**src/rtl/cdb_arbiter.sv**
```systemverilog
// Round-robin arbiter for the common data bus: grants at most one output
// buffer per cycle and tracks per-requester wait time for starvation detection.
module cdb_arbiter #(
  parameter int N_REQUESTERS = 4,
  parameter int IDX_WIDTH    = (N_REQUESTERS > 1) ? $clog2(N_REQUESTERS) : 1
) (
  input  logic                    clk,
  input  logic                    reset,
  input  logic [N_REQUESTERS-1:0] request,
  output logic [N_REQUESTERS-1:0] permit,
  output logic                    cdb_valid,
  output logic [IDX_WIDTH-1:0]    grant_index,
  output logic                    starvation_error
);

  localparam logic [IDX_WIDTH:0]   WAIT_MAX = (IDX_WIDTH+1)'(N_REQUESTERS);
  localparam logic [IDX_WIDTH-1:0] LAST_IDX = IDX_WIDTH'(N_REQUESTERS - 1);

  logic [IDX_WIDTH-1:0] ptr;
  logic [IDX_WIDTH:0]   wait_cnt [N_REQUESTERS];
  logic                 found;
  logic [IDX_WIDTH-1:0] gidx;
  logic [N_REQUESTERS-1:0] onehot;
  logic                 any_sat;

  // Wait counter step: count up while blocked, saturating at N_REQUESTERS.
  function automatic logic [IDX_WIDTH:0] sat_inc(input logic [IDX_WIDTH:0] cnt);
    if (cnt >= WAIT_MAX)
      return WAIT_MAX;
    return cnt + (IDX_WIDTH+1)'(1);
  endfunction

  // Cyclic scan from ptr: first look at indices >= ptr, then wrap to the low ones.
  always_comb begin
    found = 1'b0;
    gidx  = '0;
    for (int i = 0; i < N_REQUESTERS; i++) begin
      if (!found && request[i] && (i >= int'(ptr))) begin
        found = 1'b1;
        gidx  = IDX_WIDTH'(i);
      end
    end
    for (int i = 0; i < N_REQUESTERS; i++) begin
      if (!found && request[i]) begin
        found = 1'b1;
        gidx  = IDX_WIDTH'(i);
      end
    end
  end

  always_comb begin
    onehot = '0;
    for (int i = 0; i < N_REQUESTERS; i++)
      onehot[i] = found && (gidx == IDX_WIDTH'(i));
  end

  // Reset is gated into the outputs so no buffer can pop during a reset cycle.
  always_comb begin
    permit      = reset ? '0 : onehot;
    cdb_valid   = |permit;
    grant_index = (reset || !found) ? '0 : gidx;
  end

  always_comb begin
    any_sat = 1'b0;
    for (int i = 0; i < N_REQUESTERS; i++)
      if (wait_cnt[i] == WAIT_MAX)
        any_sat = 1'b1;
  end

  always_ff @(posedge clk) begin
    if (reset) begin
      ptr              <= '0;
      starvation_error <= 1'b0;
      for (int i = 0; i < N_REQUESTERS; i++)
        wait_cnt[i] <= '0;
    end else begin
      if (found)
        ptr <= (gidx == LAST_IDX) ? '0 : gidx + IDX_WIDTH'(1);
      if (any_sat)
        starvation_error <= 1'b1;
      for (int i = 0; i < N_REQUESTERS; i++) begin
        if (request[i] && !permit[i])
          wait_cnt[i] <= sat_inc(wait_cnt[i]);
        else
          wait_cnt[i] <= '0;
      end
    end
  end

endmodule

```
**config.mk**
```make
export PLATFORM = sky130hd
export DESIGN_NAME = cdb_arbiter
export DESIGN_NICKNAME = d
export VERILOG_FILES = /design/src/rtl/cdb_arbiter.sv
export SDC_FILE = /design/constraint.sdc
export NUM_CORES = 1
export LEC_CHECK = 0
export CORE_ASPECT_RATIO = 1.2
export CORE_MARGIN = 2
export CORE_UTILIZATION = 60
export CTS_CLUSTER_DIAMETER = 80
export CTS_CLUSTER_SIZE = 16
export DETAILED_ROUTE_END_ITERATION = 8
export DONT_BUFFER_PORTS = 1
export PLACE_DENSITY = 0.87
export SLEW_MARGIN = 30
export SYNTH_ARGS = -nofsm -noshare
export SYNTH_HDL_FRONTEND = slang
export SYNTH_SLANG_ARGS = --single-unit
```
**constraint.sdc**
```tcl
create_clock -name clk -period 2.91 [get_ports clk]
set_clock_uncertainty 0.2 [all_clocks]
set_input_delay 0.291 -clock clk [delete_from_list [all_inputs] [get_ports clk]]
set_output_delay 0.291 -clock clk [all_outputs]
set_load 0.005 [all_outputs]
```
* Word level (Yosys, flattened, before mapping)
Memories as Yosys holds them, arrays and structs flattened.
Cells that the tools add are included.
** Storage, ports and cells
- Register bits :: 3
- Word-level logic and storage cells :: 147
- Memory bits (writable) :: 12
- Memories kept :: 1
- Bits of input ports :: 6
** Memories
- wait_cnt :: depth 4, width 3, read ports 4, clocked after Yosys merged registers in 0, write ports 4, RTL line 20 : logic [IDX_WIDTH:0] wait_cnt [N_REQUESTERS];
** Operators by class
- $add $sub $neg :: 5
- Magnitude comparators :: 7
- Reduce and logical (&&, ||, !) cells :: 33
- Multiplexer cells :: 84
- Equal/unequal tests :: 7
- Bitwise gates (word level) :: 8
** Operators by type and width (number)
- two-way mux 3 bit :: 24
- two-way mux 1 bit :: 51
- logical AND 1 bit :: 18
- two-way mux 2 bit :: 8
- adder 3 x 1 -> 3 bit, second input constant :: 4
- == test 3 bit, second input constant :: 4
- >= comparator 3 bit, second input constant :: 4
- zero test 1 bit :: 12
- bitwise OR 1 bit :: 8
- == test 2 bit, second input constant :: 2
- >= comparator 1 x 2 -> 1 bit, first input constant :: 2
- two-way mux 4 bit :: 1
- OR reduction 4 bit :: 1
- adder 2 x 1 -> 2 bit, second input constant :: 1
- == test 2 x 1 -> 1 bit, second input constant :: 1
- >= comparator 2 bit, first input constant :: 1
- zero test 2 bit :: 1
- logical OR 1 bit :: 1

* Longest topological paths before layout
Gate-level depths: netlist (run 1).
- Depth after elaboration :: 38
- Depth in mapped cells :: 8
- Gate-level depth less buffers :: 7

* Worst setup path after synthesis (run 1)
OpenSTA, ideal clock, no wires.
- Kind :: input to register
- Start point :: input port request[3]
- End point :: memory wait_cnt[2][1] (netlist bit) (data pin)
- Setup slack :: 0.803 ns
- Cell stages on the path :: 7
- Arrival :: 1.757 ns
- Data required time :: 2.561 ns
- Path buffers :: 1
- Path through :: buf_2 > nor2b_1 > o21a_1 > or3_1 > ha_1 > or3_4 > nor3b_2
** RTL lines
- start, declared :: RTL line 9 : input logic [N_REQUESTERS-1:0] request,
- end, declared :: RTL line 20

* Final worst setup path (run 1)
- Start point :: register ptr[0]
- End point :: output port permit[0]
** Between the ends
- Longest elaborated chain between the ends :: 29
- Elaborated cells on any way between the ends :: 38
** Ends and longest elaborated chain
- start, declared :: RTL line 19 : logic [IDX_WIDTH-1:0] ptr;
- start signal, assigned :: RTL line 79 : ptr <= (gidx == LAST_IDX) ? '0 : gidx + IDX_WIDTH'(1);
- >= comparator 1 x 2 -> 1 bit :: RTL line 38 : if (!found && request[i] && (i >= int'(ptr))) begin
- logical AND 1 bit :: RTL line 38
- two-way mux 1 bit :: RTL line 38
- zero test 1 bit :: RTL line 38
- logical AND 1 bit (2 in a row) :: RTL line 38
- two-way mux 1 bit :: RTL line 38
- zero test 1 bit :: RTL line 38
- logical AND 1 bit (2 in a row) :: RTL line 38
- (+11 left out)
- logical AND 1 bit :: RTL line 44 : if (!found && request[i]) begin
- two-way mux 1 bit :: RTL line 44
- zero test 1 bit :: RTL line 44
- logical AND 1 bit :: RTL line 44
- two-way mux 2 bit :: RTL line 44
- zero test 2 bit :: RTL line 54 : onehot[i] = found && (gidx == IDX_WIDTH'(i));
- logical AND 1 bit (*) :: RTL line 54
- two-way mux 4 bit (*) :: RTL line 59 : permit = reset ? '0 : onehot;
- end, declared :: RTL line 10 : output logic [N_REQUESTERS-1:0] permit,
Every way passes the cells marked *; elsewhere a longest branch is shown, timed or not.

==> impl_metrics.json, run 1 <==
{
  "cts.path.max_buffers": 2,
  "synthArstFlopShare_pct": 0,
  "setup-tns-final_ns": 0,
  "clkTransAtPathRegs_ns": 0.09,
  "grt_max_degree": 11,
  "power.leakage_uw": 0.000449,
  "netlist_area_um2": 966,
  "h-tree-depth": 1,
  "finalNetCount": 126,
  "r2r_cells": 6,
  "pwr-share-comb_pct": 22.6,
  "cp.depth": 5,
  "route.detailed.drc": 0,
  "rows": 15,
  "crit_family": "simple AND/OR/NAND/NOR gates",
  "insertion_delay_ns": 0.28,
  "die_w_um": 40.6,
  "p_sw_uw": 142,
  "cts_resized": 0,
  "hold_violations": 0,
  "grt_pass1_wl_um": 2570,
  "p_per_area_nw_per_um2": 473,
  "pin_count": 14,
  "p_seq_share_pct": 54.2,
  "max_freq_ghz": 0.453,
  "p_int_uw": 358,
  "finalCriticalPeriod_ns": 2.21,
  "drive_above_1_share_pct": 8.41,
  "gp_congestion": 0.800,
  "cts_inserted_buffers": 3,
  "cp_data_arrival_time_ns": 1.72,
  "grt_pass1_vias": 622,
  "via_count": 682,
  "slowest_delay_ns": 0.39,
  "start_util_pct": 66.0,
  "yosysUniqueCellTypes": 32,
  "drt-total-wl_um": 1580,
  "synth-edff-count": 12,
  "synth-main-ff-cell": "edfxtp_1",
  "grt_use_total_pct": 20.6,
  "crit_path_start_kind": "flop",
  "nFillCells": 126,
  "clkPwrFrac_pct": 23.1,
  "endpoint": "permit[0]",
  "drt_pass1_iterations": 4,
  "finalMaxSlewViolations": 0,
  "syn2layout_area_growth_pct": 9.33,
  "synth_cells": 93,
  "cts-root-buf": "clkbuf_4",
  "period_share_pct": 75.9,
  "ant_nets": 0,
  "irDropWorstVdd_mv": 0.325,
  "setup_violations": 0,
  "avgSynthCellArea_um2": 10.4,
  "yosysWarnings": 0,
  "required_ns": 2.42,
  "numPlacedInstances": 119,
  "status": "finished, final reports clean",
  "path_max_fanout": 4,
  "tritoncts": "built",
  "min_path_type": "input port to flop",
  "startpoint": "ptr[0]$_SDFFE_PP0N_",
  "rsz0062_at_grt": "false",
  "core_area_um2": 1460,
  "port-buffer-count": 0,
  "wl_per_cell_um": 12.8,
  "criticalPathCategory": "flop to primary output",
  "r2r_setup_slack_ns": 0.76,
  "worst-path-buf-inv": 0,
  "crit_chain": "nor2b_1 > o21a_1 > or3_1 > ha_1 > and2_1",
  "drv_cap": 0,
  "fin_util_pct": 72.1,
  "fin_cells": 124,
  "dieHeight_um": 48.0,
  "hpwlAfterDp_um": 1300,
  "drt-vias-per-instance": 5.50,
  "drt_iter0_markers": 13,
  "seq_area_frac_synth_pct": 43.5,
  "reg2reg_from": "ptr[0]$_SDFFE_PP0N_",
  "reg2reg_to": "wait_cnt[2][1]$_SDFFCE_PP0P_",
  "clock_sinks": 15,
  "p_sw_share_pct": 28.4,
  "critPathCaptureType": "primary output",
  "antenna_found_initial": 0,
  "grt_overflow": 0,
  "slowest_stage": "or3_1",
  "ys_ff_latch": 15,
  "die_area_um2": 1950,
  "antenna_cells": 0
}
==> area by class of cell <==
class	instances	area (µm²)	area share [%]
Sequential cell	15	420	39.8
Timing Repair Buffer	1	10.0	0.948
Clock buffer	4	26.3	2.49
Tap cell	17	21.3	2.01
Inverter	10	37.5	3.55
Multi-Input combinational cell	77	541	51.2
==> through the flow <==
stage | worst slack, ns | hold slack, ns | cell area [µm²] | power (µW)
floorplan | 0.803 | 0.294 | 1010 | 366
global placement | 0.828 | 0.162 | 1020 | 382
detailed placement | 0.771 | 0.167 | 1020 | 388
CTS | 0.686 | 0.0301 | 1060 | 504
global route | 0.571 | 0.0545 | 1060 | 531
finish | 0.700 | 0.0317 | 1060 | 500
==> synth_stat cells, types with 2 or more instances <==
library cell,number,area [µm²]
edfxtp_1,12,360
ha_1,12,150
nor2_1,11,41.3
inv_1,9,33.8
nor3_1,5,25.0
a21oi_1,4,20.0
and2_1,4,25.0
nor2b_1,4,25.0
dfxtp_1,3,60.1
nand2b_1,3,18.8
nor3b_2,2,25.0
nor4_1,2,12.5
o21ai_0,2,10.0
or3_4,2,22.5
==> cells in the final DEF, fill, tap and decap left out, types with 2 or more instances in the layout <==
cell      instances
conb_1           12
nor3_1            5
nor3b_2           2
or3_4             2
and2_1            4
clkbuf_4          3
dfxtp_1           3
nor2b_1           4
edfxtp_1         12
nor2_1           11
a21oi_1           4
o21ai_0           2
nor4_1            2
nand2b_1          3
ha_1             12
inv_1             9
==> per-layer routing <==
metal / vias to the layer above / track usage [%] / part of all wire, %
met1: 318 / 21.2 / 41
li1: 345 / - / -
met4: 0 / 10.0 / 2.0
met2: 15 / 38.1 / 53
met3: 4 / 4.65 / 4.2
met5: - / 0 / 0
==> kinds of logic after synthesis <==
group / synth area share, %
fa+ha+maj: 15.5
flops: 43.5
compound gates: 10.5
buf+inv: 4.79
simple gates: 24.2
mux: 1.04
other cells: 0.388
==> state kept, by name, summed over array words and instances (netlist names) <==
register / count
wait_cnt: 12
ptr: 2
starvation_error: 1
==> power groups by stage <==
stage               clock network [µW]  logic (µW)  registers (µW)
global placement                     0         107             275
floorplan                            0        96.1             270
CTS                                118         115             271
finish                             116         113             271
detailed placement                   0         112             276
global route                       126         131             274
==> how the worst min path moves through the flow <==
stage,from,to,slack [ns],cells after the start
floorplan,request[1],ptr[0]$_SDFFE_PP0N_,0.29,3
CTS,request[1],ptr[0]$_SDFFE_PP0N_,0.03,3
detailed placement,reset,ptr[1]$_SDFFE_PP0N_,0.17,1
global route,request[1],ptr[1]$_SDFFE_PP0N_,0.05,3
global placement,reset,starvation_error$_SDFFE_PP0P_,0.16,1
finish,request[1],ptr[0]$_SDFFE_PP0N_,0.03,3
==> worst min-delay path: cells and delay by family <==
family,cells,cell delay (ns)
compound gates,2,0.15
buf+inv,1,0.02
==> timing repair <==
item,in CTS,in global routing
hold endpoints to repair,3,0
buffers inserted,0,0
hold buffers,1,0
Note: power is estimated with default switching activity, not from simulation.
==> inputs of run 2 (changes only) <==
clock period = 2.25 ns   (was 2.91 ns; I/O delays follow)
==> run 2 against run 1 <==
Global-route usage is 0.53 points higher. First-iteration DRC count decreased by 31%. Routed wire length up 11%. Combinational power is 47% higher. Via count up 6.6%. Clock power is 29% higher. Sequential power is 30% higher. Register-to-register slack got worse by 0.68 ns. Utilization is 2.8 points higher. Hold slack better by 0.0076 ns.
==> impl_metrics.json, run 2 (synthesis gave the netlist of run 1 again) <==
{
  "status": "finished, final reports clean",
  "hold_path_depth": 2,
  "insertion_delay_ns": 0.28,
  "grt_pass1_wl_um": 2680,
  "cts-root-buf": "clkbuf_4",
  "pwr-share-comb_pct": 25.0,
  "r2r_cells": 6,
  "dieHeight_um": 48.0,
  "min_path_type": "input port to flop",
  "antenna_cells": 0,
  "finalNetCount": 130,
  "finalMaxSlewViolations": 0,
  "gp_congestion": 0.767,
  "top_regs": "wait_cnt x12, ptr x2, starvation_error x1",
  "port-buffer-count": 0,
  "irDropWorstVdd_mv": 0.374,
  "grt_max_degree": 11,
  "cts.path.max_buffers": 2,
  "critPathCaptureType": "flop",
  "setup-tns-final_ns": 0,
  "core_area_um2": 1460,
  "fin_cells": 128,
  "p_sw_share_pct": 29.7,
  "period_share_pct": 96.3,
  "clkPwrFrac_pct": 22.5,
  "drv_cap": 0,
  "cts_resized": 0,
  "pin_count": 14,
  "nFillCells": 116,
  "p_sw_uw": 198,
  "rows": 15,
  "p_per_area_nw_per_um2": 608,
  "syn2layout_area_growth_pct": 13.6,
  "drt_iter0_markers": 9,
  "setup_violations": 0,
  "via_count": 727,
  "die_area_um2": 1950,
  "mostFrequentLayoutCells": "ha_1 (12), edfxtp_1 (12), conb_1 (12)",
  "grt_overflow": 0,
  "max_freq_ghz": 0.461,
  "rsz0062_at_grt": "false",
  "drt_pass1_iterations": 4,
  "crit_path_start_kind": "flop",
  "criticalPathCategory": "flop to flop",
  "path_max_fanout": 4,
  "antenna_found_initial": 0,
  "largest_reg_flops": 12,
  "grt_use_total_pct": 21.2,
  "grt_pass1_vias": 684,
  "required_ns": 2.16,
  "p_seq_share_pct": 52.6,
  "wl_per_cell_um": 13.7,
  "tritoncts": "built",
  "drive_above_1_share_pct": 9.01,
  "numPlacedInstances": 119,
  "route.detailed.drc": 0,
  "clock_sinks": 15,
  "drt-vias-per-instance": 5.68,
  "h-tree-depth": 1,
  "ant_nets": 0,
  "power.leakage_uw": 0.000473,
  "hpwlAfterDp_um": 1310,
  "start_util_pct": 66.0,
  "die_w_um": 40.6,
  "hold_violations": 0,
  "p_int_uw": 469,
  "regMostFlops": "wait_cnt",
  "drt-total-wl_um": 1750,
  "clkTransAtPathRegs_ns": 0.09,
  "cp_data_arrival_time_ns": 2.08,
  "cts_inserted_buffers": 3,
  "finalCriticalPeriod_ns": 2.17
}
[run 2: stage by stage]
step | util [%] | worst slack [ns] | area (µm²) | power, µW | hold WS, ns
floorplan | - | 0.209 | 1010 | 474 | 0.228
global placement | 69.7 | 0.197 | 1020 | 493 | 0.0958
detailed placement | 69.7 | 0.119 | 1020 | 502 | 0.101
CTS | 75.0 | 0.102 | 1100 | 662 | 0.0388
global route | 75.0 | 0.00738 | 1100 | 698 | 0.0459
finish | 75.0 | 0.0824 | 1100 | 667 | 0.0393
[run 2: power by group through the flow]
stage | logic, µW | clock network, µW | registers [µW]
after global routing | 186 | 159 | 353
after floorplan | 124 | 0 | 349
final | 166 | 150 | 351
after detailed placement | 145 | 0 | 357
after CTS | 157 | 155 | 350
after global placement | 138 | 0 | 355
[run 2: final timing paths]
kind / start / to / slack, ns
hold / removal: request[0] / wait_cnt[0][2]$_SDFFCE_PP0P_ / 0.04
hold reg to reg: starvation_error$_SDFFE_PP0P_ / starvation_error$_SDFFE_PP0P_ / 0.39
setup / recovery: ptr[0]$_SDFFE_PP0N_ / wait_cnt[2][0]$_SDFFCE_PP0P_ / 0.08
setup reg to reg: ptr[0]$_SDFFE_PP0N_ / wait_cnt[2][0]$_SDFFCE_PP0P_ / 0.08
[run 2: metal layers]
metal / up-vias / share of wire (%) / global-route usage, %
li1: 355 / - / -
met2: 30 / 52 / 41.0
met4: 0 / 2.9 / 10.0
met1: 334 / 40 / 20.8
met3: 8 / 5.7 / 3.72
met5: - / 0 / 0
[run 2: critical path: stages (launching register included)]
cell and delay [ns]:
dfxtp_1 0.36, nor2b_1 0.10, o21a_1 0.22, or3_1 0.40, ha_1 0.24, or3_4 0.35, nor3_1 0.15
[run 2: what timing repair did]
action,CTS,global route
buffers inserted,0,0
endpoints found under the hold margin,3,0
hold buffers,5,0
[run 2: final cells by class]
class / instances / area, µm² / area share, %
Tap cell: 17 / 21.3 / 1.94
Timing Repair Buffer: 5 / 50.0 / 4.56
Sequential cell: 15 / 420 / 38.3
Inverter: 10 / 37.5 / 3.42
Clock inverter: 1 / 5.00 / 0.456
Multi-Input combinational cell: 77 / 541 / 49.3
Clock buffer: 3 / 22.5 / 2.05
==> inputs of run 3 (changes only) <==
CORE_MARGIN = default   (was 2)
GPL_TIMING_DRIVEN = 0   (was default)
SKIP_CTS_REPAIR_TIMING = 1   (was default)
==> run 3 against run 2 <==
Fmax rose by 1.1%. Cell count is 0.78% higher. Utilization unchanged. Setup slack better by 0.024 ns. Highest routed layer unchanged. Non-clock buffer count rose by 1. First-iteration DRC count is 89% higher. Global-route usage decreased by 0.41 points. Sequential cell count unchanged. Critical path type is now flop to primary output. Die area is 8.9% lower. Final area did not move. Clock power is 3% higher. Routed wire length fell by 5.7%.
==> impl_metrics.json, run 3 (synthesis gave the netlist of run 1 again) <==
{
  "ant_nets": 0,
  "setup_violations": 0,
  "antenna_found_initial": 0,
  "criticalPathCategory": "flop to primary output",
  "finalMaxSlewViolations": 0,
  "drive_above_1_share_pct": 10.7,
  "clkTransAtPathRegs_ns": 0.09,
  "port-buffer-count": 0,
  "setup_slack_ns": 0.106,
  "cp_data_arrival_time_ns": 1.72,
  "startpoint": "ptr[0]$_SDFFE_PP0N_",
  "drt_iter0_markers": 17,
  "p_per_area_nw_per_um2": 607,
  "grt_pass1_vias": 588,
  "critPathCaptureType": "primary output",
  "finalCriticalPeriod_ns": 2.14,
  "reg2reg_from": "ptr[0]$_SDFFE_PP0N_",
  "irDropWorstVdd_mv": 0.428,
  "status": "finished, final reports clean",
  "dpl_worst_slack_ns": 0.0958,
  "setup-tns-final_ns": 0,
  "drt-vias-per-instance": 5.56,
  "clock_sinks": 15,
  "grt_pass1_wl_um": 2450,
  "gp_congestion": 0.696,
  "core_area_um2": 1460,
  "largest_reg_flops": 12,
  "rows": 15,
  "hold_path.startpoint": "request[0]",
  "grt_overflow": 0,
  "hold_violations": 0,
  "route.detailed.drc": 0,
  "required_ns": 1.82,
  "insertion_delay_ns": 0.29,
  "grt_max_degree": 11,
  "tritoncts": "built",
  "period_share_pct": 95.3,
  "rsz0062_at_grt": "false",
  "finalNetCount": 131,
  "p_total_uw": 667,
  "max_freq_ghz": 0.466,
  "drt_pass1_iterations": 4,
  "grt_use_total_pct": 20.8,
  "mostFrequentLayoutCells": "ha_1 (12), edfxtp_1 (12), conb_1 (12)",
  "hpwlAfterDp_um": 1240,
  "dieHeight_um": 46.0,
  "cts.path.max_buffers": 2,
  "path_max_fanout": 4,
  "antenna_cells": 0,
  "syn2layout_area_growth_pct": 13.6,
  "via_count": 717,
  "top_regs": "wait_cnt x12, ptr x2, starvation_error x1",
  "pin_count": 14,
  "drt-total-wl_um": 1650,
  "min_path_type": "input port to flop",
  "cts-root-buf": "clkbuf_4",
  "die_area_um2": 1770,
  "die_w_um": 38.6,
  "wl_per_cell_um": 12.8,
  "regMostFlops": "wait_cnt",
  "crit_path_start_kind": "flop",
  "start_util_pct": 66.0,
  "h-tree-depth": 1,
  "drv_cap": 0,
  "r2r_setup_slack_ns": 0.11,
  "power.leakage_uw": 0.000474,
  "cts_inserted_buffers": 3
}
[run 3: cell types whose count changed in the layout (fill, tap and decap cells not counted), sizes merged]
cell,before,now
buf,0,1
clkbuf,3,4
dlygate4sd3,5,4
[run 3: layout make-up]
type	count	area, µm²
clock inverter	1	5.00
tap	17	21.3
sequential	15	422
clock buffer	3	22.5
buffer	2	8.76
inverter	10	37.5
fill	114	367
multi-input combinational	77	541
timing repair buffer	4	40.0
[run 3: metal layers]
metal	wire length, µm	track usage [%]	part of all wire [%]
met2	826	33.7	50
met1	717	23.2	43
met3	78	8.33	4.7
met5	0	0	0
met4	30	10.3	1.8
[run 3: critical path: stages, from the launching register on]
cell,delay (ns)
dfxtp_2,0.36
nor2b_1,0.09
o21a_1,0.21
or3_1,0.38
ha_1,0.24
and2_1,0.16
[run 3: path summary, 6_finish.rpt]
path | to | depth (start not counted)
worst min-delay path | wait_cnt[0][2]$_SDFFCE_PP0P_ | 2
worst max register to register | wait_cnt[2][1]$_SDFFCE_PP0P_ | 6
worst max-delay path | permit[2] | 5
worst min register to register | starvation_error$_SDFFE_PP0P_ | 2
[run 3: power by group]
part	internal, µW	leakage [µW]	switching (µW)
clock	66.1	0.0000177	88.0
sequential	327	0.000149	25.2
combinational	75.1	0.000307	85.7
[run 3: metrics by stage]
stage / instances / area [µm²] / utilization [%] / hold WS [ns]
3_3_place_gp: 121 / 1030 / 70.3 / 0.239
6_report: 129 / 1100 / 75.0 / 0.0213
5_1_grt: 129 / 1100 / 75.0 / 0.0161
2_1_floorplan: 104 / 1010 / - / 0.228
4_1_cts: 125 / 1060 / 72.1 / -0.0528
3_5_place_dp: 121 / 1030 / 70.3 / 0.258
